$ cat src/rtl/fp_addsub_pipe.sv
// Three-stage floating-point adder/subtractor: unpack/compare, align/add, normalise/round.
// Denormals are flushed to zero on input and output; rounding is nearest-even.
module fp_addsub_pipe #(
    parameter int EXP_W = 8,
    parameter int MAN_W = 23,
    parameter int TAG_W = 5
) (
    input  logic                   clk,
    input  logic                   rst_n,
    input  logic                   in_valid,
    output logic                   in_ready,
    input  logic [EXP_W+MAN_W:0]   in_a,
    input  logic [EXP_W+MAN_W:0]   in_b,
    input  logic                   in_sub,
    input  logic [TAG_W-1:0]       in_tag,
    output logic                   out_valid,
    input  logic                   out_ready,
    output logic [EXP_W+MAN_W:0]   out_res,
    output logic [TAG_W-1:0]       out_tag,
    output logic [3:0]             out_flags
);
    localparam int W    = 1 + EXP_W + MAN_W;
    localparam int F    = MAN_W + 4;
    localparam int LZ_W = $clog2(F + 1);
    localparam int E_W  = EXP_W + 2;
    localparam logic [EXP_W-1:0]      EXP_ONES = '1;
    localparam logic [W-1:0]          QNAN     = {1'b0, {EXP_W{1'b1}}, 1'b1, {(MAN_W-1){1'b0}}};
    localparam logic signed [E_W-1:0] EXP_INF  = {2'b00, EXP_ONES};
    localparam logic signed [E_W-1:0] EXP_ONE  = {{(E_W-1){1'b0}}, 1'b1};
    localparam logic signed [E_W-1:0] EXP_ZERO = '0;

    function automatic logic [LZ_W-1:0] lzc(input logic [F-1:0] v);
        logic [LZ_W-1:0] n;
        n = LZ_W'(F);
        for (int i = 0; i < F; i++)
            if (v[i]) n = LZ_W'(F - 1 - i);
        return n;
    endfunction

    logic adv;
    assign adv      = !out_valid || out_ready;
    assign in_ready = adv;

    // stage 1: unpack, classify, order by magnitude
    logic             sa, sb, a_nan, b_nan, a_snan, b_snan, a_inf, b_inf, swap, spec_c;
    logic [EXP_W-1:0] ea, eb;
    logic [MAN_W-1:0] fa, fb;
    logic [MAN_W:0]   ma, mb;
    logic [W-2:0]     key_a, key_b;
    logic [W-1:0]     spec_res_c;
    logic [3:0]       spec_flags_c;

    always_comb begin
        sa     = in_a[W-1];
        sb     = in_b[W-1] ^ in_sub;
        ea     = in_a[W-2:MAN_W];
        eb     = in_b[W-2:MAN_W];
        fa     = in_a[MAN_W-1:0];
        fb     = in_b[MAN_W-1:0];
        ma     = (ea == '0) ? '0 : {1'b1, fa};
        mb     = (eb == '0) ? '0 : {1'b1, fb};
        key_a  = (ea == '0) ? '0 : in_a[W-2:0];
        key_b  = (eb == '0) ? '0 : in_b[W-2:0];
        swap   = key_b > key_a;
        a_nan  = (ea == EXP_ONES) && (fa != '0);
        b_nan  = (eb == EXP_ONES) && (fb != '0);
        a_inf  = (ea == EXP_ONES) && (fa == '0);
        b_inf  = (eb == EXP_ONES) && (fb == '0);
        a_snan = a_nan && !fa[MAN_W-1];
        b_snan = b_nan && !fb[MAN_W-1];
        spec_c       = a_nan || b_nan || a_inf || b_inf;
        spec_res_c   = QNAN;
        spec_flags_c = 4'b0000;
        if (a_nan || b_nan)
            spec_flags_c = {a_snan || b_snan, 3'b000};
        else if (a_inf && b_inf && (sa != sb))
            spec_flags_c = 4'b1000;
        else if (a_inf)
            spec_res_c = {sa, EXP_ONES, {MAN_W{1'b0}}};
        else if (b_inf)
            spec_res_c = {sb, EXP_ONES, {MAN_W{1'b0}}};
    end

    logic             s1_valid, s1_spec, s1_sx, s1_sy;
    logic [TAG_W-1:0] s1_tag;
    logic [W-1:0]     s1_spec_res;
    logic [3:0]       s1_spec_flags;
    logic [EXP_W-1:0] s1_ex, s1_ey;
    logic [MAN_W:0]   s1_mx, s1_my;

    // stage 2: align the smaller operand and add/subtract
    logic [EXP_W-1:0] d;
    logic [F-1:0]     ext, sh, aligned;
    logic             lost;
    logic [F:0]       sum_c;

    always_comb begin
        d    = s1_ex - s1_ey;
        ext  = {s1_my, 3'b000};
        sh   = '0;
        lost = 1'b0;
        if (d >= EXP_W'(F - 1)) begin
            aligned = {{(F-1){1'b0}}, |s1_my};
        end else begin
            sh      = ext >> d;
            lost    = |(ext & ~({F{1'b1}} << d));
            aligned = {sh[F-1:1], sh[0] | lost};
        end
        if (s1_sx ^ s1_sy)
            sum_c = {1'b0, s1_mx, 3'b000} - {1'b0, aligned};
        else
            sum_c = {1'b0, s1_mx, 3'b000} + {1'b0, aligned};
    end

    logic             s2_valid, s2_spec, s2_sign, s2_zero_sign;
    logic [TAG_W-1:0] s2_tag;
    logic [W-1:0]     s2_spec_res;
    logic [3:0]       s2_spec_flags;
    logic [EXP_W-1:0] s2_ex;
    logic [F:0]       s2_sum;

    // stage 3: normalise, round, range-check
    logic [LZ_W-1:0]        lz;
    logic [F-1:0]           norm;
    logic signed [E_W-1:0]  exp_base, exp_n;
    logic [MAN_W+1:0]       mant_r;
    logic                   g, r, st, inc;
    logic [W-1:0]           res_c;
    logic [3:0]             flags_c;

    always_comb begin
        lz       = lzc(s2_sum[F-1:0]);
        exp_base = signed'({2'b00, s2_ex});
        if (s2_sum[F]) begin
            norm  = {s2_sum[F:2], s2_sum[1] | s2_sum[0]};
            exp_n = exp_base + EXP_ONE;
        end else begin
            norm  = s2_sum[F-1:0] << lz;
            exp_n = exp_base - signed'({{(E_W-LZ_W){1'b0}}, lz});
        end
        g      = norm[2];
        r      = norm[1];
        st     = norm[0];
        inc    = g & (r | st | norm[3]);
        mant_r = {1'b0, norm[F-1:3]} + {{(MAN_W+1){1'b0}}, inc};
        // a rounding carry leaves the stored fraction at zero, only the exponent moves
        if (mant_r[MAN_W+1])
            exp_n = exp_n + EXP_ONE;
        if (s2_spec) begin
            res_c   = s2_spec_res;
            flags_c = s2_spec_flags;
        end else if (s2_sum == '0) begin
            res_c   = {s2_zero_sign, {(W-1){1'b0}}};
            flags_c = 4'b0000;
        end else if (exp_n >= EXP_INF) begin
            res_c   = {s2_sign, EXP_ONES, {MAN_W{1'b0}}};
            flags_c = 4'b0101;
        end else if (exp_n <= EXP_ZERO) begin
            res_c   = {s2_sign, {(W-1){1'b0}}};
            flags_c = 4'b0011;
        end else begin
            res_c   = {s2_sign, exp_n[EXP_W-1:0], mant_r[MAN_W-1:0]};
            flags_c = {3'b000, g | r | st};
        end
    end

    always_ff @(posedge clk) begin
        if (!rst_n) begin
            s1_valid  <= 1'b0;
            s2_valid  <= 1'b0;
            out_valid <= 1'b0;
            out_res   <= '0;
            out_tag   <= '0;
            out_flags <= '0;
        end else if (adv) begin
            s1_valid  <= in_valid;
            s2_valid  <= s1_valid;
            out_valid <= s2_valid;
            if (s2_valid) begin
                out_res   <= res_c;
                out_tag   <= s2_tag;
                out_flags <= flags_c;
            end
        end
    end

    always_ff @(posedge clk) begin
        if (adv) begin
            s1_tag        <= in_tag;
            s1_spec       <= spec_c;
            s1_spec_res   <= spec_res_c;
            s1_spec_flags <= spec_flags_c;
            s1_sx         <= swap ? sb : sa;
            s1_sy         <= swap ? sa : sb;
            s1_ex         <= swap ? eb : ea;
            s1_ey         <= swap ? ea : eb;
            s1_mx         <= swap ? mb : ma;
            s1_my         <= swap ? ma : mb;
            s2_tag        <= s1_tag;
            s2_spec       <= s1_spec;
            s2_spec_res   <= s1_spec_res;
            s2_spec_flags <= s1_spec_flags;
            s2_sign       <= s1_sx;
            s2_zero_sign  <= s1_sx & s1_sy;
            s2_ex         <= s1_ex;
            s2_sum        <= sum_c;
        end
    end
endmodule

$ cat config.mk
export PLATFORM = sky130hd
export DESIGN_NAME = fp_addsub_pipe
export DESIGN_NICKNAME = d
export VERILOG_FILES = /design/src/rtl/fp_addsub_pipe.sv
export SDC_FILE = /design/constraint.sdc
export NUM_CORES = 1
export LEC_CHECK = 0
export CAP_MARGIN = 20
export CORE_MARGIN = 2
export CORE_UTILIZATION = 30
export DETAILED_ROUTE_END_ITERATION = 7
export PLACE_DENSITY = 0.56
export SLEW_MARGIN = 15
export SYNTH_ARGS = -nofsm -noshare
export SYNTH_HDL_FRONTEND = slang
export SYNTH_SLANG_ARGS = --single-unit
$ cat constraint.sdc
create_clock -name clk -period 6.3 [get_ports clk]
set_clock_uncertainty 0.1 [all_clocks]
set_input_delay 1.26 -clock clk [delete_from_list [all_inputs] [get_ports clk]]
set_output_delay 1.26 -clock clk [all_outputs]
set_load 0.005 [all_outputs]
# Word-level counts from Yosys, hierarchy flattened

Cells that the tools add are included.

Register bits: 232
Bits of input ports: 74
Logic and storage cells: 137

Add/sub/neg operators: 7
$lt $le $gt $ge: 4
Eq/ne operators: 3
Shift-type cells: 3
Mux-type cells: 54
Bitwise gates (word level): 12
Reduce and logical (&&, ||, !) cells: 28

Operators by type and width:

| kind                                              | count |
|---|---|
| 2-to-1 mux 5 bit                                  | 26 |
| 2-to-1 mux 32 bit                                 | 4 |
| 2-to-1 mux 31 bit                                 | 4 |
| 2-to-1 mux 24 bit                                 | 4 |
| 2-to-1 mux 27 bit                                 | 2 |
| logical NOT 23 bit                                | 2 |
| nonzero test 23 bit                               | 2 |
| > comparator 31 bit                               | 1 |
| adder 27 x 27 -> 28 bit                           | 1 |
| logical NOT 28 bit                                | 1 |
| 2-to-1 mux 28 bit                                 | 1 |
| subtractor 27 x 27 -> 28 bit                      | 1 |
| AND 27 bit                                        | 1 |
| inverter 27 bit                                   | 1 |
| OR reduction 27 bit                               | 1 |
| << shifter 27 x 5 -> 27 bit                       | 1 |
| << shifter 27 x 8 -> 27 bit, first input constant | 1 |
| >> shifter 27 x 8 -> 27 bit                       | 1 |
| adder 24 x 1 -> 25 bit                            | 1 |
| OR reduction 24 bit                               | 1 |
| 2-to-1 mux 10 bit                                 | 2 |
| == test 8 bit, second input constant              | 2 |
| logical NOT 8 bit                                 | 2 |
| 2-to-1 mux 8 bit                                  | 2 |
| other kinds (21)                                  | 46 |

# Longest topological paths before layout

Depth in word-level cells: 39
Mapped depth: 34
Depth with buffers taken out: 33

# Least setup slack after synthesis

Ideal clock, no wire load.

Kind: input-to-reg
From: input port out_ready
To: register out_res[10]
Data arrival time: 6428 ps
Required time: 6141 ps
Path slack: -287 ps
Stages: 9
Path buffers: 3
Cells stage by stage: nand2b_1 clkbuf_1 and2_1 nand2_1 or3b_1 buf_2 nor3b_4 buf_6 a22o_1

Longest elaborated chain between the ends: 2

RTL lines:

| element                       | line | RTL |
|---|---|---|
| start: declaration            | 17   | `input logic out_ready,` |
| logical OR 1 bit              | 41   | `assign adv = !out_valid \|\| out_ready;` |
| named net in_ready            | 11   | `output logic in_ready,` |
| AND reduction 2 bit (no line) | -    |  |
| end signal: assignment        | 180  | `out_res <= res_c;` |
| end: declaration              | 18   | `output logic [EXP_W+MAN_W:0] out_res,` |

The timed path passes the listed nets, and every way through them passes these cells.
A chain may end at the register's enable or synchronous reset.

# Final worst setup path

From: register s1_ex[0]
To: register s2_sum[25] (data pin)

Longest elaborated chain between the ends: 9
Elaborated cells between the ends (all ways): 12
Those cells by class: 3 x add/sub; 1 x order compare; 2 x shift; 2 x mux; 3 x bitwise; 1 x reduce/logical

RTL lines:

| element                                                                        | line     | RTL |
|---|---|---|
| start: declaration                                                             | 88       | `logic [EXP_W-1:0] s1_ex, s1_ey;` |
| start signal: assignment                                                       | 195      | `s1_ex <= swap ? eb : ea;` |
| subtractor 8 bit (*)                                                           | 98       | `d = s1_ex - s1_ey;` |
| << shifter 27 x 8 -> 27 bit                                                    | 106      | `lost = \|(ext & ~({F{1'b1}} << d));` |
| inverter 27 bit                                                                | 106      |  |
| AND 27 bit                                                                     | 106      |  |
| OR reduction 27 bit                                                            | 106      |  |
| OR 1 bit                                                                       | 107      | `aligned = {sh[F-1:1], sh[0] \| lost};` |
| 2-to-1 mux 27 bit (*)                                                          | 102      | `if (d >= EXP_W'(F - 1)) begin` |
| adder 27 x 27 -> 28 bit / subtractor 27 x 27 -> 28 bit (equally long branches) | 112, 110 |  |
| 2-to-1 mux 28 bit (*)                                                          | 109      | `if (s1_sx ^ s1_sy)` |
| named net sum_c[25]                                                            | 95       | `logic [F:0] sum_c;` |
| end signal: assignment                                                         | 206      | `s2_sum <= sum_c;` |
| end: declaration                                                               | 120      | `logic [F:0] s2_sum;` |

Mark *: on every way through the listed nets, which the timed path passes. The rest lies on a longest branch.

==> impl_metrics.csv <==
group,metric,value,unit
worst_hold_path,worstHoldPathType,"reg -> reg",
worst_setup_path,path_class,"reg -> reg",
clocking,cts.sinks,166,
routing,vias,14064,
worst_setup_path,required,6.42,ns
power_and_ir_drop,p_leak,0.007548,uW
synth,ys_ff_latch,166,
routing,drcViolationCount,0,
finish,nFillCells,4998,
clocking,clock_path_buffers,2,
sta,rsz0062_at_grt,"true",
synth,synth.distinct_cells,95,
sta,worst_slew_pin_slew,0.9113,ns
synth,synth_area_leader_cell,"edfxtp_1",
global_routing,grt_max_degree,77,
die,start_util,30.44,%
die,die_h,226.9,um
finish,nNetsFinal,2142,
sta,holdWs,0.3217,ns
global_routing,grt.total_usage,18.49,%
synth,synth_most_common_cell,"nand2_1",
sta,period_minus_slack,6.057,ns
status,status,"completed",
synth,syn_area_per_cell,8.179,um^2
clocking,root_buffer,"clkbuf_16",
die,die_area,51470,um^2
clocking,path_clk_slew,0.08,ns
routing,vias_per_cell,5.317,
worst_setup_path,reg2reg_depth,34,
sta,timing.final.crit_share,96.15,%
sta,fmax,165.1,MHz
synth,synth_area_leaders,"edfxtp_1 (25%), ha_1 (8.1%), dfxtp_1 (5.9%)",
synth,async_reset_ff_share,0,%
finish,area_delta_synth_final,22.32,%
synth,netlist_instances,1822,
sta,hold_viol_final,0,
worst_setup_path,cp-start-kind,"flip-flop",
finish,drive_above_1_share,13.28,%
routing,postRouteAntennaNets,0,
place,hpwl,37710,um
finish,antenna_cells,0,
place,gp_congestion,0.9829,
routing,routed_wl,47490,um
global_routing,grt_pass1_vias,13558,
sta,slew_headroom,39.24,%
worst_setup_path,end_kind,"flip-flop",
place,place_area,17370,um^2
finish,final_area,18230,um^2
sta,slew_viol_final,0,
clocking,numCtsBuffers,17,
worst_setup_path,slowest_delay,0.50,ns
synth,syn-num-nets,1996,
global_routing,grt_pass1_wl,74520,um
synth,synth_edf_count,122,
die,core,48950,um^2
job,drv_cap,0,
clocking,tritoncts,"yes",
clocking,cts_max_level,4,
synth,synth_top_cell_area_share,24.58,%
clocking,clk_latency,0.47,ns
global_routing,antenna_found_initial,0,
worst_hold_path,whs_path_depth,0,
worst_setup_path,crit_slowest_cell,"fa_2",
worst_setup_path,worst_path_most_repeated_cell,"a21oi_1",
global_routing,grt_overflow_total,0,
synth,synth-main-ff-cell,"edfxtp_1",
synth,yosys-top-cells-count,"nand2_1 (225), nor2_1 (135), a21oi_1 (127)",
worst_setup_path,crit_path_max_fanout,12,
die,rows,81,
synth,synth.cell_area,14900,um^2
sta,setup_viol,0,
synth,yosysWarnings,0,
place,io_buffers,116,
routing,dr.pass1.iters,8,
power_and_ir_drop,power_density,360.3,nW/um^2
power_and_ir_drop,ir_drop,0.2116,mV
routing,post_drt_wl_per_cell,17.96,um
die,pin_count,117,
die,die_x,226.9,um
worst_setup_path,cp.arrival,6.18,ns
finish,register_area,4544,um^2
finish,multi_input_area,9651,um^2
routing,drt_iter0_markers,1088,
synth,yosysSeqAreaShare,30.50,%
[logic make-up after synthesis]
kind of cell / share of synthesized area [%]
mux: 6.306
simple gates: 21.58
flops: 30.50
buf+inv: 5.995
compound gates: 23.08
fa+ha+maj: 8.547
xor+xnor: 3.997
[where the power goes]
part           total, uW  internal [uW]  switching (uW)
logic               3750           1580            2170
registers           1710           1400             306
clock network       1110            578             528
[stage by stage]
step	total power, uW	instances	utilization [%]	TNS (ns)	worst slack (ns)
floorplan	4043	1822	-	0	0.02662
global placement	5340	2604	35.48	-0.3253	-0.09139
detailed placement	5340	2604	35.48	-0.6997	-0.09622
CTS	6474	2636	36.77	0	0.008560
global route	7017	2645	37.24	-0.2700	-0.1345
finish	6568	2645	37.24	0	0.2426
[timing repair]
item	4_1_cts	5_1_grt
hold buffers	0	0
pin swaps	0	23
cloned	0	1
buffers inserted	0	8
endpoints found under the setup margin	2	8
resized for setup	2	36
[routing by layer]
metal  GRT usage [%]  part of all wire, %
met5               0                    0
met4           7.810                  3.5
met3           2.553                  4.5
met2           30.17                   46
met1           24.43                   46
[placed cells by master, fill, tap and decap left out, types with 24 or more instances in the layout]
master and n:
a31oi_1 24, nand2b_1 30, a21o_1 29, xnor2_1 46, nor2_1 133, o21ai_0 123, nor3_1 46, nand3_1 52
mux2_2 27, nand2_1 224, ha_1 96, mux2i_1 38, a21oi_1 122, buf_4 111, edfxtp_1 122, inv_1 114
dfxtp_1 44, clkdlybuf4s50_1 116, nor4_1 35
[worst max-delay path: cells and delay by family, from the launching register on]
family,cells,cell delay (ns)
buffers and inverters,6,0.75
AOI/OAI and AO/OA,17,2.48
and+or+nand+nor,7,1.06
DFF,1,0.40
xor gates and xnor gates,1,0.08
adders and majority gates,3,0.96
[worst paths after layout]
kind | startpoint | to | slack [ns]
max | s1_ex[0]$_DFFE_PN_ | s2_sum[25]$_DFFE_PN_ | 0.24
min | s1_tag[4]$_DFFE_PN_ | s2_tag[4]$_DFFE_PN_ | 0.32
max reg2reg | s1_ex[0]$_DFFE_PN_ | s2_sum[25]$_DFFE_PN_ | 0.24
min reg2reg | s1_tag[4]$_DFFE_PN_ | s2_tag[4]$_DFFE_PN_ | 0.32
[area by class of cell]
cell class / count / share of cell area (%)
clock buffers: 17 / 2.334
clock inverters: 15 / 1.064
inverters: 118 / 2.430
multi-input cells: 1431 / 52.94
flip-flops and latches: 166 / 24.93
well taps: 664 / 4.558
repair buffers: 234 / 11.74
[flip-flops by register name, indices dropped and copies added, names as in the netlist, 2 cells and up]
signal       count
s2_ex            8
s2_spec_res      2
s1_my           24
s1_tag           5
s2_sum          28
s1_spec_res      2
out_res         32
out_tag          5
s1_ey            8
s1_mx           24
s1_ex            8
s2_tag           5
out_flags        4
Note: power is estimated with default switching activity, not from simulation.
